==> src/rtl/vend_pkg.sv <==
// Shared vending definitions: FSM states, payout channel encoding, priority pick.
package vend_pkg;

    typedef enum logic [2:0] {
        ST_IDLE  = 3'd0,
        ST_FIRE  = 3'd1,
        ST_WAIT  = 3'd2,
        ST_GAP   = 3'd3,
        ST_FAULT = 3'd4
    } state_t;

    typedef enum logic [1:0] {
        CH_SODA = 2'd0,
        CH_2    = 2'd1,
        CH_1    = 2'd2
    } chan_t;

    localparam int unsigned NUM_CH = 3;

    // Fixed service priority: soda first, then the 2-coin hopper, then the 1-coin hopper.
    function automatic chan_t prio_pick(input logic has_soda, input logic has_2, input logic has_1);
        chan_t ch;
        ch = CH_1;
        if (has_soda) begin
            ch = CH_SODA;
        end else if (has_2) begin
            ch = CH_2;
        end else if (has_1) begin
            ch = CH_1;
        end
        return ch;
    endfunction

endpackage

==> src/rtl/change_dispenser_if.sv <==
// Request/actuator bundle between the vending FSM, the dispenser and the actuator drivers.
interface change_dispenser_if #(
    parameter int unsigned CNT_W = 4
);
    logic             req_soda;
    logic             req_1;
    logic             req_2;
    logic             req_2x2;
    logic             done_soda;
    logic             done_1;
    logic             done_2;
    logic             fire_soda;
    logic             fire_1;
    logic             fire_2;
    logic             busy;
    logic             fault;
    logic             overflow;
    logic [CNT_W-1:0] pend_soda;
    logic [CNT_W-1:0] pend_1;
    logic [CNT_W-1:0] pend_2;

    // Environment side: issues payout requests and actuator completions.
    modport master (
        output req_soda, req_1, req_2, req_2x2,
        output done_soda, done_1, done_2,
        input  fire_soda, fire_1, fire_2,
        input  busy, fault, overflow,
        input  pend_soda, pend_1, pend_2
    );

    // Dispenser side.
    modport slave (
        input  req_soda, req_1, req_2, req_2x2,
        input  done_soda, done_1, done_2,
        output fire_soda, fire_1, fire_2,
        output busy, fault, overflow,
        output pend_soda, pend_1, pend_2
    );
endinterface

==> src/rtl/change_dispenser_pend_counter.sv <==
// Saturating pending-request counter with sticky overflow flag.
module pend_counter #(
    parameter int unsigned CNT_W = 4
) (
    input  logic             clk,
    input  logic             rst,
    input  logic [1:0]       inc,
    input  logic             dec,
    output logic [CNT_W-1:0] cnt,
    output logic             ovf
);
    localparam int unsigned EXT_W = CNT_W + 2;
    localparam logic [EXT_W-1:0] MAX = {2'b00, {CNT_W{1'b1}}};

    logic [EXT_W-1:0] sum;

    // Net increment and decrement before clamping.
    always_comb begin
        sum = EXT_W'(cnt) + EXT_W'(inc);
        if (dec && (sum != '0)) begin
            sum = sum - EXT_W'(1);
        end
    end

    // Clamp at full scale; remember any lost request.
    always_ff @(posedge clk or posedge rst) begin
        if (rst) begin
            cnt <= '0;
            ovf <= 1'b0;
        end else if (sum > MAX) begin
            cnt <= '1;
            ovf <= 1'b1;
        end else begin
            cnt <= sum[CNT_W-1:0];
        end
    end
endmodule

==> src/rtl/change_dispenser.sv <==
// Payout back-end: queues payout pulses per channel and drives one actuator at a time.
module change_dispenser
    import vend_pkg::*;
#(
    parameter int unsigned CNT_W   = 4,
    parameter int unsigned GAP     = 2,
    parameter int unsigned TIMEOUT = 255
) (
    input  logic              clk,
    input  logic              rst,
    change_dispenser_if.slave bus
);
    // The IDLE arbitration cycle is the last idle cycle of the gap, so GAP holds GAP-1 cycles.
    localparam int unsigned GAP_CYC = (GAP > 1) ? (GAP - 1) : 1;
    localparam int unsigned GAP_W   = (GAP_CYC > 1) ? $clog2(GAP_CYC) : 1;
    localparam int unsigned TMO_W   = (TIMEOUT > 1) ? $clog2(TIMEOUT) : 1;

    state_t             state_q, state_d;
    chan_t              sel_q, sel_d;
    logic [TMO_W-1:0]   tmo_q, tmo_d;
    logic [GAP_W-1:0]   gap_q, gap_d;
    logic [NUM_CH-1:0]  fire_q, fire_d;
    logic               fault_q;
    logic               dec_soda, dec_1, dec_2;
    logic               done_sel;
    logic               any_pend;
    chan_t              pick;
    logic [CNT_W-1:0]   cnt_soda, cnt_1, cnt_2;
    logic               ovf_soda, ovf_1, ovf_2;

    pend_counter #(.CNT_W(CNT_W)) u_pend_soda (
        .clk(clk), .rst(rst), .inc({1'b0, bus.req_soda}), .dec(dec_soda),
        .cnt(cnt_soda), .ovf(ovf_soda)
    );

    pend_counter #(.CNT_W(CNT_W)) u_pend_1 (
        .clk(clk), .rst(rst), .inc({1'b0, bus.req_1}), .dec(dec_1),
        .cnt(cnt_1), .ovf(ovf_1)
    );

    // req_2x2 weighs two, req_2 one: the pair forms the increment directly.
    pend_counter #(.CNT_W(CNT_W)) u_pend_2 (
        .clk(clk), .rst(rst), .inc({bus.req_2x2, bus.req_2}), .dec(dec_2),
        .cnt(cnt_2), .ovf(ovf_2)
    );

    // Next state, channel select, timers and actuation decode.
    always_comb begin
        state_d  = state_q;
        sel_d    = sel_q;
        tmo_d    = tmo_q;
        gap_d    = gap_q;
        dec_soda = 1'b0;
        dec_1    = 1'b0;
        dec_2    = 1'b0;
        fire_d   = '0;
        any_pend = (cnt_soda != '0) || (cnt_2 != '0) || (cnt_1 != '0);
        pick     = prio_pick(cnt_soda != '0, cnt_2 != '0, cnt_1 != '0);

        unique case (sel_q)
            CH_SODA: done_sel = bus.done_soda;
            CH_2:    done_sel = bus.done_2;
            CH_1:    done_sel = bus.done_1;
            default: done_sel = 1'b0;
        endcase

        unique case (state_q)
            ST_IDLE: begin
                if (any_pend) begin
                    sel_d    = pick;
                    state_d  = ST_FIRE;
                    dec_soda = (pick == CH_SODA);
                    dec_2    = (pick == CH_2);
                    dec_1    = (pick == CH_1);
                end
            end
            ST_FIRE: begin
                tmo_d   = '0;
                gap_d   = '0;
                state_d = done_sel ? ST_GAP : ST_WAIT;
            end
            ST_WAIT: begin
                if (done_sel) begin
                    gap_d   = '0;
                    state_d = ST_GAP;
                end else if (tmo_q == TMO_W'(TIMEOUT - 1)) begin
                    state_d = ST_FAULT;
                end else begin
                    tmo_d = tmo_q + 1'b1;
                end
            end
            ST_GAP: begin
                if (gap_q == GAP_W'(GAP_CYC - 1)) begin
                    state_d = ST_IDLE;
                end else begin
                    gap_d = gap_q + 1'b1;
                end
            end
            ST_FAULT: state_d = ST_FAULT;
            default:  state_d = ST_IDLE;
        endcase

        if (state_d == ST_FIRE) begin
            fire_d[0] = (sel_d == CH_SODA);
            fire_d[1] = (sel_d == CH_2);
            fire_d[2] = (sel_d == CH_1);
        end
    end

    // State register plus registered fire/fault outputs.
    always_ff @(posedge clk or posedge rst) begin
        if (rst) begin
            state_q <= ST_IDLE;
            sel_q   <= CH_SODA;
            tmo_q   <= '0;
            gap_q   <= '0;
            fire_q  <= '0;
            fault_q <= 1'b0;
        end else begin
            state_q <= state_d;
            sel_q   <= sel_d;
            tmo_q   <= tmo_d;
            gap_q   <= gap_d;
            fire_q  <= fire_d;
            fault_q <= (state_d == ST_FAULT);
        end
    end

    assign bus.fire_soda = fire_q[0];
    assign bus.fire_2    = fire_q[1];
    assign bus.fire_1    = fire_q[2];
    assign bus.fault     = fault_q;
    assign bus.overflow  = ovf_soda | ovf_1 | ovf_2;
    assign bus.busy      = (state_q != ST_IDLE) || (cnt_soda != '0) || (cnt_1 != '0) || (cnt_2 != '0);
    assign bus.pend_soda = cnt_soda;
    assign bus.pend_1    = cnt_1;
    assign bus.pend_2    = cnt_2;
endmodule
==> src/flat_wrapper.sv <==
// flat-port wrapper written by rule: the top's interface ports become plain ports
module change_dispenser_flat import vend_pkg::*;
#(
    parameter int unsigned CNT_W   = 4,
    parameter int unsigned GAP     = 2,
    parameter int unsigned TIMEOUT = 255
)
  (clk, rst, bus_req_soda, bus_req_1, bus_req_2, bus_req_2x2, bus_done_soda, bus_done_1, bus_done_2, bus_fire_soda, bus_fire_1, bus_fire_2, bus_busy, bus_fault, bus_overflow, bus_pend_soda, bus_pend_1, bus_pend_2);
  change_dispenser_if #(.CNT_W(CNT_W)) bus_i ();
  input  logic clk;
  input  logic rst;
  input wire logic [$bits(bus_i.req_soda)-1:0] bus_req_soda;
  input wire logic [$bits(bus_i.req_1)-1:0] bus_req_1;
  input wire logic [$bits(bus_i.req_2)-1:0] bus_req_2;
  input wire logic [$bits(bus_i.req_2x2)-1:0] bus_req_2x2;
  input wire logic [$bits(bus_i.done_soda)-1:0] bus_done_soda;
  input wire logic [$bits(bus_i.done_1)-1:0] bus_done_1;
  input wire logic [$bits(bus_i.done_2)-1:0] bus_done_2;
  output wire logic [$bits(bus_i.fire_soda)-1:0] bus_fire_soda;
  output wire logic [$bits(bus_i.fire_1)-1:0] bus_fire_1;
  output wire logic [$bits(bus_i.fire_2)-1:0] bus_fire_2;
  output wire logic [$bits(bus_i.busy)-1:0] bus_busy;
  output wire logic [$bits(bus_i.fault)-1:0] bus_fault;
  output wire logic [$bits(bus_i.overflow)-1:0] bus_overflow;
  output wire logic [$bits(bus_i.pend_soda)-1:0] bus_pend_soda;
  output wire logic [$bits(bus_i.pend_1)-1:0] bus_pend_1;
  output wire logic [$bits(bus_i.pend_2)-1:0] bus_pend_2;
  assign bus_i.req_soda = bus_req_soda;
  assign bus_i.req_1 = bus_req_1;
  assign bus_i.req_2 = bus_req_2;
  assign bus_i.req_2x2 = bus_req_2x2;
  assign bus_i.done_soda = bus_done_soda;
  assign bus_i.done_1 = bus_done_1;
  assign bus_i.done_2 = bus_done_2;
  assign bus_fire_soda = bus_i.fire_soda;
  assign bus_fire_1 = bus_i.fire_1;
  assign bus_fire_2 = bus_i.fire_2;
  assign bus_busy = bus_i.busy;
  assign bus_fault = bus_i.fault;
  assign bus_overflow = bus_i.overflow;
  assign bus_pend_soda = bus_i.pend_soda;
  assign bus_pend_1 = bus_i.pend_1;
  assign bus_pend_2 = bus_i.pend_2;
  change_dispenser #(.CNT_W(CNT_W), .GAP(GAP), .TIMEOUT(TIMEOUT)) u_core (.clk(clk), .rst(rst), .bus(bus_i));
endmodule
==> config.mk <==
export PLATFORM = sky130hd
export DESIGN_NAME = change_dispenser_flat
export DESIGN_NICKNAME = d
export VERILOG_FILES = /design/src/rtl/vend_pkg.sv /design/src/rtl/change_dispenser_if.sv /design/src/rtl/change_dispenser_pend_counter.sv /design/src/rtl/change_dispenser.sv /design/src/flat_wrapper.sv
export SDC_FILE = /design/constraint.sdc
export NUM_CORES = 1
export LEC_CHECK = 0
export ABC_AREA = 1
export CAP_MARGIN = 15
export CORE_MARGIN = 2
export CORE_UTILIZATION = 60
export CTS_CLUSTER_DIAMETER = 200
export DETAILED_ROUTE_END_ITERATION = 12
export PLACE_DENSITY = 0.85
export SLEW_MARGIN = 20
export SYNTH_ARGS = -nofsm -noshare
export SYNTH_HDL_FRONTEND = slang
export SYNTH_SLANG_ARGS = --single-unit
==> constraint.sdc <==
create_clock -name clk -period 4.1 [get_ports clk]
set_clock_uncertainty 0.05 [all_clocks]
set_input_delay 1.025 -clock clk [delete_from_list [all_inputs] [get_ports clk]]
set_output_delay 1.025 -clock clk [all_outputs]
set_load 0.02 [all_outputs]
* Yosys cells after proc, flatten, opt, wreduce, memory -nomap -nowiden
Cells that the tools add are included.
** Storage, ports and cells
- Input bits :: 9
- Register bits after elaboration :: 33
- Word-level logic and storage cells :: 94
** Operators by class
- $add $sub $neg :: 8
- Equal/unequal tests :: 16
- Order comparisons :: 3
- Reduce and logical (&&, ||, !) cells :: 23
- Multiplexer cells :: 30
- Bitwise operators :: 2
** Operator list (count)
- $gt 6x4->1 const B :: 3
- $mux 6 :: 3
- $reduce_bool 6->1 :: 3
- $sub 6x1->6 const B :: 3
- $mux 8 :: 2
- $pmux 8 s2 :: 1
- $mux 3 :: 5
- $pmux 3 s5 :: 1
- $mux 4 :: 3
- $reduce_bool 4->1 :: 3
- $add 4x1->5 :: 2
- $mux 1 :: 9
- $add 8x1->8 const B :: 1
- $eq 8x8->1 const B :: 1
- $mux 2 :: 4
- $eq 2x1->1 const B :: 3
- $eq 2x2->1 const B :: 3
- $eq 3x1->1 const B :: 2
- $eq 3x2->1 const B :: 2
- $eq 3x3->1 const B :: 2
- $logic_not 2->1 :: 3
- $pmux 1 s3 :: 2
- $reduce_bool 3->1 :: 2
- $add 4x2->5 :: 1
- 10 further kinds :: 18

* Depth between registers and ports, before layout
Gate-level depths: netlist of the first run.
- Depth in word-level cells :: 10
- Gate-level depth with buffers :: 12
- Depth with buffers taken out :: 12

* By module
A second synthesis of the first run with hierarchy kept.
** Second synthesis, totals
- Cells, all modules :: 319
- Area total of the unflattened synthesis :: 2304.7 µm²
** Modules (own cells, without submodules)
- change_dispenser :: area an instance 1066.0 µm², seq. area each 425.4 µm², cells an instance 157, instances 1
- pend_counter at u_core.u_pend_2 ... :: area an instance 420.4 µm², seq. area each 125.1 µm², cells an instance 55, instances 2
- pend_counter at u_core.u_pend_1 :: area an instance 397.9 µm², seq. area each 125.1 µm², cells an instance 52, instances 1

* Worst setup path after synthesis of the first run
Ideal clock, no wire load.
- Path kind :: input to register
- Start :: input port bus_req_2
- End :: register u_core.u_pend_2.cnt[3]
- Data required time :: 3.922 ns
- Setup slack :: 1.497 ns
- Cell stages on the path :: 10
- Data arrival time :: 2.426 ns
- Cells stage by stage :: ha_1 fa_1 inv_1 ha_1 nand2_1 nor2_1 nand2_1 nand2_1 nand2_1 nand3_1
** Between the ends
- Cells in the longest elaborated chain, start to end :: 6
- Elaborated cells on any way between the ends :: 7
- Classes of those cells :: add/sub (2); order compare (1); mux (2); reduce/logical (2)
** RTL lines
- start: declaration :: RTL line flat_wrapper.sv:14 : input wire logic [$bits(bus_i.req_2)-1:0] bus_req_2;
- $add 4x2->5 (*) :: RTL line change_dispenser_pend_counter.sv:19 : sum = EXT_W'(cnt) + EXT_W'(inc);
- parallel branches: the longest is 2 deep, another holds $sub 6x1->6
- $mux 6 (*) :: RTL line change_dispenser_pend_counter.sv:20 : if (dec && (sum != '0)) begin
- $gt 6x4->1 :: RTL line change_dispenser_pend_counter.sv:30 : end else if (sum > MAX) begin
- $mux 4 (*) :: RTL line change_dispenser_pend_counter.sv:30
- end signal: assignment :: RTL line change_dispenser_pend_counter.sv:34 : cnt <= sum[CNT_W-1:0];
- end: declaration :: RTL line change_dispenser_pend_counter.sv:9 : output logic [CNT_W-1:0] cnt,
Mark *: on every way between the ends.
A chain may end at the register's enable or synchronous reset.

* Worst setup path after layout of the first run
- Start :: register u_core.u_pend_soda.cnt[1]
- End :: output port bus_busy
** Between the ends
- Cells in the longest elaborated chain, start to end :: 4
** RTL lines
- start: declaration :: RTL line change_dispenser_pend_counter.sv:9
- start signal: assignment :: RTL line change_dispenser_pend_counter.sv:34
- $reduce_bool 4->1 :: RTL line change_dispenser.sv:134 : assign bus.busy = (state_q != ST_IDLE) || (cnt_soda != '0) || (cnt_1 != '0) || (cnt_2 != '0);
- $logic_or 1x1->1 (3 in series) :: RTL line change_dispenser.sv:134
- end: declaration :: RTL line flat_wrapper.sv:22 : output wire logic [$bits(bus_i.busy)-1:0] bus_busy;
No other way between the ends.

==> results.md, run 1 <==
- Mean Syn Cell Area: 7.39 um2
- P_sw: 0.890 mW
- CP startpoint kind: flip-flop
- Post-Syn Nets: 318
- Top_reg_cell synth: dfrtp_1
- Final ANT Viol Nets: 0
- WP data arrival: 2.20 ns
- Final wirelength: 4.23 mm
- Tightest Pin Transition: 0.405 ns
- RSZ-0062 raised after global routing: no
- Max-slew headroom: 73.0%
- Commonest non-fill, non-tap cell in the layout: nand2_1
- Number of global-route vias before repair: 1851
- Worst R2R Start: u_core.u_pend_2.cnt[0]
- Critical path origin: u_core.u_pend_soda.cnt[1]
- Setup violations, final: 0
- Number of CTS-inserted buffers: 5
- Via Count: 1945
- Detail Placement HPWL: 3.21 mm
- CTS resizes: 0
- CP Buf/Inv Count: 1
- # DRC: 0
- Post-synth EDFFs: 0
- Worst path cell trace: nor2_1 > nand2_1 > nor2_1 > nand4_1 > or2_2 > clkdlybuf4s50_1
- Starting Density: 64.2%
- R2r worst-path depth: 10
- WP data required: 3.02 ns
- Post-Syn Instances: 297
- Path type of the worst min-delay path: reg -> reg
- Met3 routed WL: 204 um
- Clock root buffer: clkbuf_4
- CTS tree: built
- Maximum vdd drop: 0.500 mV
- Clock power share: 14.3%
- Comb pwr share: 58.5%
- Largest stage delay, worst path: 0.54 ns
- Wire length of the first global-routing pass: 7.90 mm
- Sequential cell area fraction in the yosys report: 36.5%
- Die Wd: 64.5 um
- Antenna violations before repair: 0
- Hold path depth: 2
- Avg WL per Cell: 11.2 um
- CP Max Fanout: 5
- Largest net degree at the start of global routing: 33
- Most frequent CP cell: nor2_1
- Ys Warns: 0
- P&R area growth vs syn: 18.3%
- Worst reg-to-reg setup slack: 1.94 ns
- Hold-critical path endpoint: u_core.u_pend_2.ovf
- Int Power: 0.996 mW
- Via/cell ratio: 5.16
- GRT overflow: 0
- Max Clock Freq: 306 MHz
- Iteration-0 DRC Markers: 139
- Switching Share: 47.2%
- Fin. max-slew vios: 0
- # IOs: 27
- Yosys cell types: 26
- Setup TNS: 0 ns
- Nets@finish: 351
- Async set or reset register ratio after synthesis: 100%
- Crit path max-delay cell type: clkdlybuf4s50_1
- CTS clock-pin slew for the worst setup and hold paths: 0.10 ns
- RR Endpoint: u_core.u_pend_2.cnt[0]
- Setup bufs post-CTS: 0
- Layout fillers: 277
- Hold Fails Final Rpt: 0
- CP Class: reg -> out
- # rows: 21
- Max_cap viols: 0
- CTS Hold Bufs: 0
- Leak: 1.34 nW
- Clock latency at the later pin of the worst-skew pair: 0.33 ns
- Layout cell share with drive strength beyond 1: 13.9%
- Drt pass-1 iters: 4
- Seq pwr share: 27.1%
- Setup ws final: 0.829 ns
- Yosys reg bits: 32
- Max Used Layer: met4
- Ant diodes: 0
- GRT Total Usage: 24.4%
- Synthesized cell area: 2190 um2
- Met1 WL: 1.91 mm
- DR WL met2: 2.07 mm
- Worst setup EP type: primary output
- Core area: 3420 um2
- Port Buf Inserts: 26
- Die area: 4160 um2
- Crit-path leading delay family: simple AND/OR/NAND/NOR gates
- Min Tclk post-route: 3.27 ns
- H-Tree Depth: 2
- CTS sink cnt: 32
- Most frequent cells in the layout: nand2_1 (86), inv_1 (44), dfrtp_1 (32), nand3_1 (31), nor2_1 (27)
- Routability cong.: 0.956
- DP Worst Slack: 0.936 ns
- Hold WS: 0.414 ns
- Final cycle utilization of the critical path: 79.8%
- Power per Cell Area: 727 nW/um2
- Hold_sp: u_core.u_pend_2.ovf
- Die Span Y: 64.5 um
- Clk buf depth: 2
- Status: complete, no violations
-- per-stage QoR --
step                      area [um2]  util, %  power [mW]  std cells
final                           2590     75.9        1.89        377
after global routing            2590     75.9        2.07        377
after CTS                       2590     75.9        1.89        377
after detailed placement        2500     73.2        1.61        369
after global placement          2500     73.2        1.59        369
after floorplan                 2190        -        1.34        297
-- worst min-delay path, stage by stage, from the launching register on --
cell     delay, ns
dfrtp_1       0.33
inv_1         0.05
nand2_1       0.05
-- cells by family (layout without fill, tap and decap cells) --
family,count (synthesis),count (layout),share of synthesized area [%]
XOR/XNOR,9,9,3.59
AO/OA/AOI/OAI,12,12,3.94
flip-flops,32,32,36.5
AND/OR/NAND/NOR,185,185,40.0
adder cells (fa/ha/maj),12,12,7.19
buffers and inverters,47,81,8.79
-- flip-flops by register name, indices dropped and copies added, names as in the netlist --
| signal | count |
|---|---|
| u_core.tmo_q | 8 |
| u_core.u_pend_1.cnt | 4 |
| u_core.u_pend_2.cnt | 4 |
| u_core.u_pend_soda.cnt | 4 |
| u_core.fire_q | 3 |
| u_core.state_q | 3 |
| u_core.sel_q | 2 |
| u_core.bus.fault | 1 |
| u_core.u_pend_1.ovf | 1 |
| u_core.u_pend_2.ovf | 1 |
| u_core.u_pend_soda.ovf | 1 |
-- layout make-up --
| cell class | count | area [um2] | share of cell area [%] |
|---|---|---|---|
| Clock buffer | 7 | 65.1 | 2.51 |
| Multi-Input combinational cell | 218 | 1200 | 46.3 |
| Tap cell | 46 | 57.6 | 2.22 |
| Sequential cell | 32 | 801 | 30.9 |
| Inverter | 46 | 173 | 6.66 |
| Timing Repair Buffer | 27 | 268 | 10.3 |
| Clock inverter | 1 | 30.0 | 1.16 |
-- power by group through the flow --
stage / combinational, mW / sequential, mW / clock (mW)
global placement: 1.07 / 0.518 / 0
floorplan: 0.765 / 0.577 / 0
global route: 1.25 / 0.530 / 0.291
finish: 1.10 / 0.512 / 0.270
CTS: 1.11 / 0.513 / 0.272
detailed placement: 1.09 / 0.519 / 0
-- layer usage --
metal  GRT usage [%]  vias to the layer above
li1                -                      998
met1            31.9                      903
met2            40.0                       40
met3            5.73                        4
met4            8.51                        0
met5               0                        -
-- how the worst max path moves through the flow --
stage / end / slack (ns) / cells past startpoint
after floorplan: u_core.u_pend_2.cnt[3] / 1.50 / 10
after global placement: u_core.u_pend_1.cnt[0] / 0.96 / 12
after detailed placement: u_core.u_pend_1.cnt[2] / 0.94 / 12
after CTS: bus_busy / 0.81 / 6
after global routing: bus_busy / 0.63 / 6
final: bus_busy / 0.83 / 6
-- cells in the mapped netlist, types with 2 or more instances --
cell,n,area [um2]
inv_2,2,7.51
nor2_2,8,50.1
nand4_1,7,43.8
a21oi_1,2,10.0
or2_2,5,31.3
o21ai_0,3,15.0
nor2_1,27,101
nand2_2,9,56.3
nand3b_1,3,22.5
nand3_1,31,155
dfrtp_1,32,801
xnor2_1,3,26.3
nand2_1,86,323
inv_1,44,165
o21ai_2,6,52.6
ha_1,11,138
xor2_1,6,52.6
nor2_4,4,45.0
Power figures use the tool's default switching activity.
==> run 2, diff against run 1 <==
CORE_UTILIZATION = 50   (was 60)
PLACE_DENSITY = 0.76   (was 0.85)
clock period = 2.9 ns   (was 4.1 ns; I/O delays follow)
==> results.md, run 2 (same netlist as run 1, synthesis figures left out) <==
- H-Tree Depth: 2
- CP startpoint kind: flip-flop
- Placed cell area: 2510 um2
- Top reg by flops: u_core.tmo_q
- Max-slew headroom: 74.2%
- DP Worst Slack: 0.0438 ns
- Setup violations, final: 0
- Clock latency at the later pin of the worst-skew pair: 0.28 ns
- GRT overflow: 0
- Die area: 4930 um2
- Final wirelength: 4.02 mm
- Worst R2R Start: u_core.u_pend_2.cnt[0]
- Fin. max-slew vios: 0
- Worst setup EP type: primary output
- Critical path origin: u_core.u_pend_2.cnt[1]
- Layout fillers: 405
- WP data required: 2.12 ns
- GRT Total Usage: 18.0%
- WP data arrival: 1.87 ns
- Path type of the worst min-delay path: reg -> reg
- P&R area growth vs syn: 18.3%
- # rows: 24
- Die Wd: 70.2 um
- Nets@finish: 351
- Via Count: 1856
- Status: complete, no violations
- Min Tclk post-route: 2.65 ns
- Worst reg-to-reg setup slack: 0.76 ns
- Detail Placement HPWL: 3.18 mm
- Fin util: 60.4%
- Maximum vdd drop: 0.425 mV
- CP Max Fanout: 4
- Final ANT Viol Nets: 0
- CP Class: reg -> out
- Ant diodes: 0
- CTS sink cnt: 32
- Tightest Pin Transition: 0.387 ns
- Iteration-0 DRC Markers: 102
- Clk buf depth: 2
- Hold_sp: u_core.u_pend_2.ovf
- Commonest non-fill, non-tap cell in the layout: nand2_1
- Avg WL per Cell: 10.5 um
- RSZ-0062 raised after global routing: no
- CTS clock-pin slew for the worst setup and hold paths: 0.06 ns
- Max FFs per register: 8
- Drt pass-1 iters: 4
- Most frequent cells in the layout: nand2_1 (86), inv_1 (44), dfrtp_1 (32), nand3_1 (31), nor2_1 (27)
- # DRC: 0
- Final cycle utilization of the critical path: 91.4%
- Clock root buffer: clkbuf_8
- Via/cell ratio: 4.85
- Number of CTS-inserted buffers: 5
- Starting Density: 51.1%
- Leak: 1.33 nW
- # IOs: 27
- Power per Cell Area: 1000 nW/um2
- Setup ws final: 0.250 ns
- Core area: 4290 um2
- Hold Fails Final Rpt: 0
- Design Power: 2.61 mW
- Number of global-route vias before repair: 1696
- Routability cong.: 0.938
- Setup TNS: 0 ns
- Max_cap viols: 0
- Max Clock Freq: 377 MHz
- Die Span Y: 70.2 um
- Port Buf Inserts: 26
- Largest net degree at the start of global routing: 33
- Wire length of the first global-routing pass: 7.20 mm
- Design area: 2590 um2
- CTS tree: built
- Layout cell share with drive strength beyond 1: 13.3%
- CTS Hold Bufs: 0
- Antenna violations before repair: 0
-- run 2: cell types whose count changed in the layout (fill, tap and decap cells not counted), sizes merged --
| cell | change |
|---|---|
| dlygate4sd2 | +1 |
| clkdlybuf4s50 | -1 |
| bufinv | -1 |
| clkbuf | +1 |
-- run 2: area by class of cell --
type / count / area, um2 / share of cell area [%]
tap: 52 / 65.1 / 2.51
inverter: 46 / 173 / 6.65
multi-input combinational: 218 / 1200 / 46.2
sequential: 32 / 801 / 30.9
clock buffer: 8 / 90.1 / 3.47
timing repair buffer: 27 / 267 / 10.3
-- run 2: stage by stage --
step | hold slack [ns] | cells
finish | 0.406 | 383
global route | 0.428 | 383
CTS | 0.412 | 383
detailed placement | 0.396 | 375
global placement | 0.387 | 375
floorplan | 0.372 | 297
-- run 2: timing repair --
item,4_1_cts,5_1_grt
setup buffers,0,0
setup endpoints to repair,1,0
resized for setup,1,0
-- run 2: worst paths after layout --
| path | endpoint | cells past startpoint |
|---|---|---|
| max in group asynchronous | u_core.state_q[1] | 3 |
| max | bus_busy | 6 |
| min | u_core.u_pend_2.ovf | 2 |
| max reg2reg | u_core.u_pend_2.cnt[1] | 10 |
| min in group asynchronous | u_core.tmo_q[2] | 3 |
| min reg2reg | u_core.u_pend_2.ovf | 2 |
-- run 2: routing by layer --
layer | up-vias | track usage [%] | part of all wire, %
met1 | 830 | 24.0 | 49
met2 | 24 | 28.3 | 47
met5 | - | 0 | 0
met3 | 8 | 4.33 | 3.1
met4 | 0 | 6.62 | 1.1
li1 | 994 | - | -
-- run 2: power by group --
part | switching [mW] | total [mW] | internal, mW | leakage (nW)
logic | 0.930 | 1.53 | 0.602 | 0.891
registers | 0.148 | 0.727 | 0.578 | 0.393
clock network | 0.153 | 0.346 | 0.193 | 0.0455
total | 1.23 | 2.61 | 1.37 | 1.33
-- run 2: critical path, stage by stage (launching register included) --
cell	delay, ns
dfrtp_1	0.43
nor2_1	0.15
nand2_1	0.09
nor2_1	0.19
nand4_1	0.14
or2_2	0.29
dlygate4sd2_1	0.32
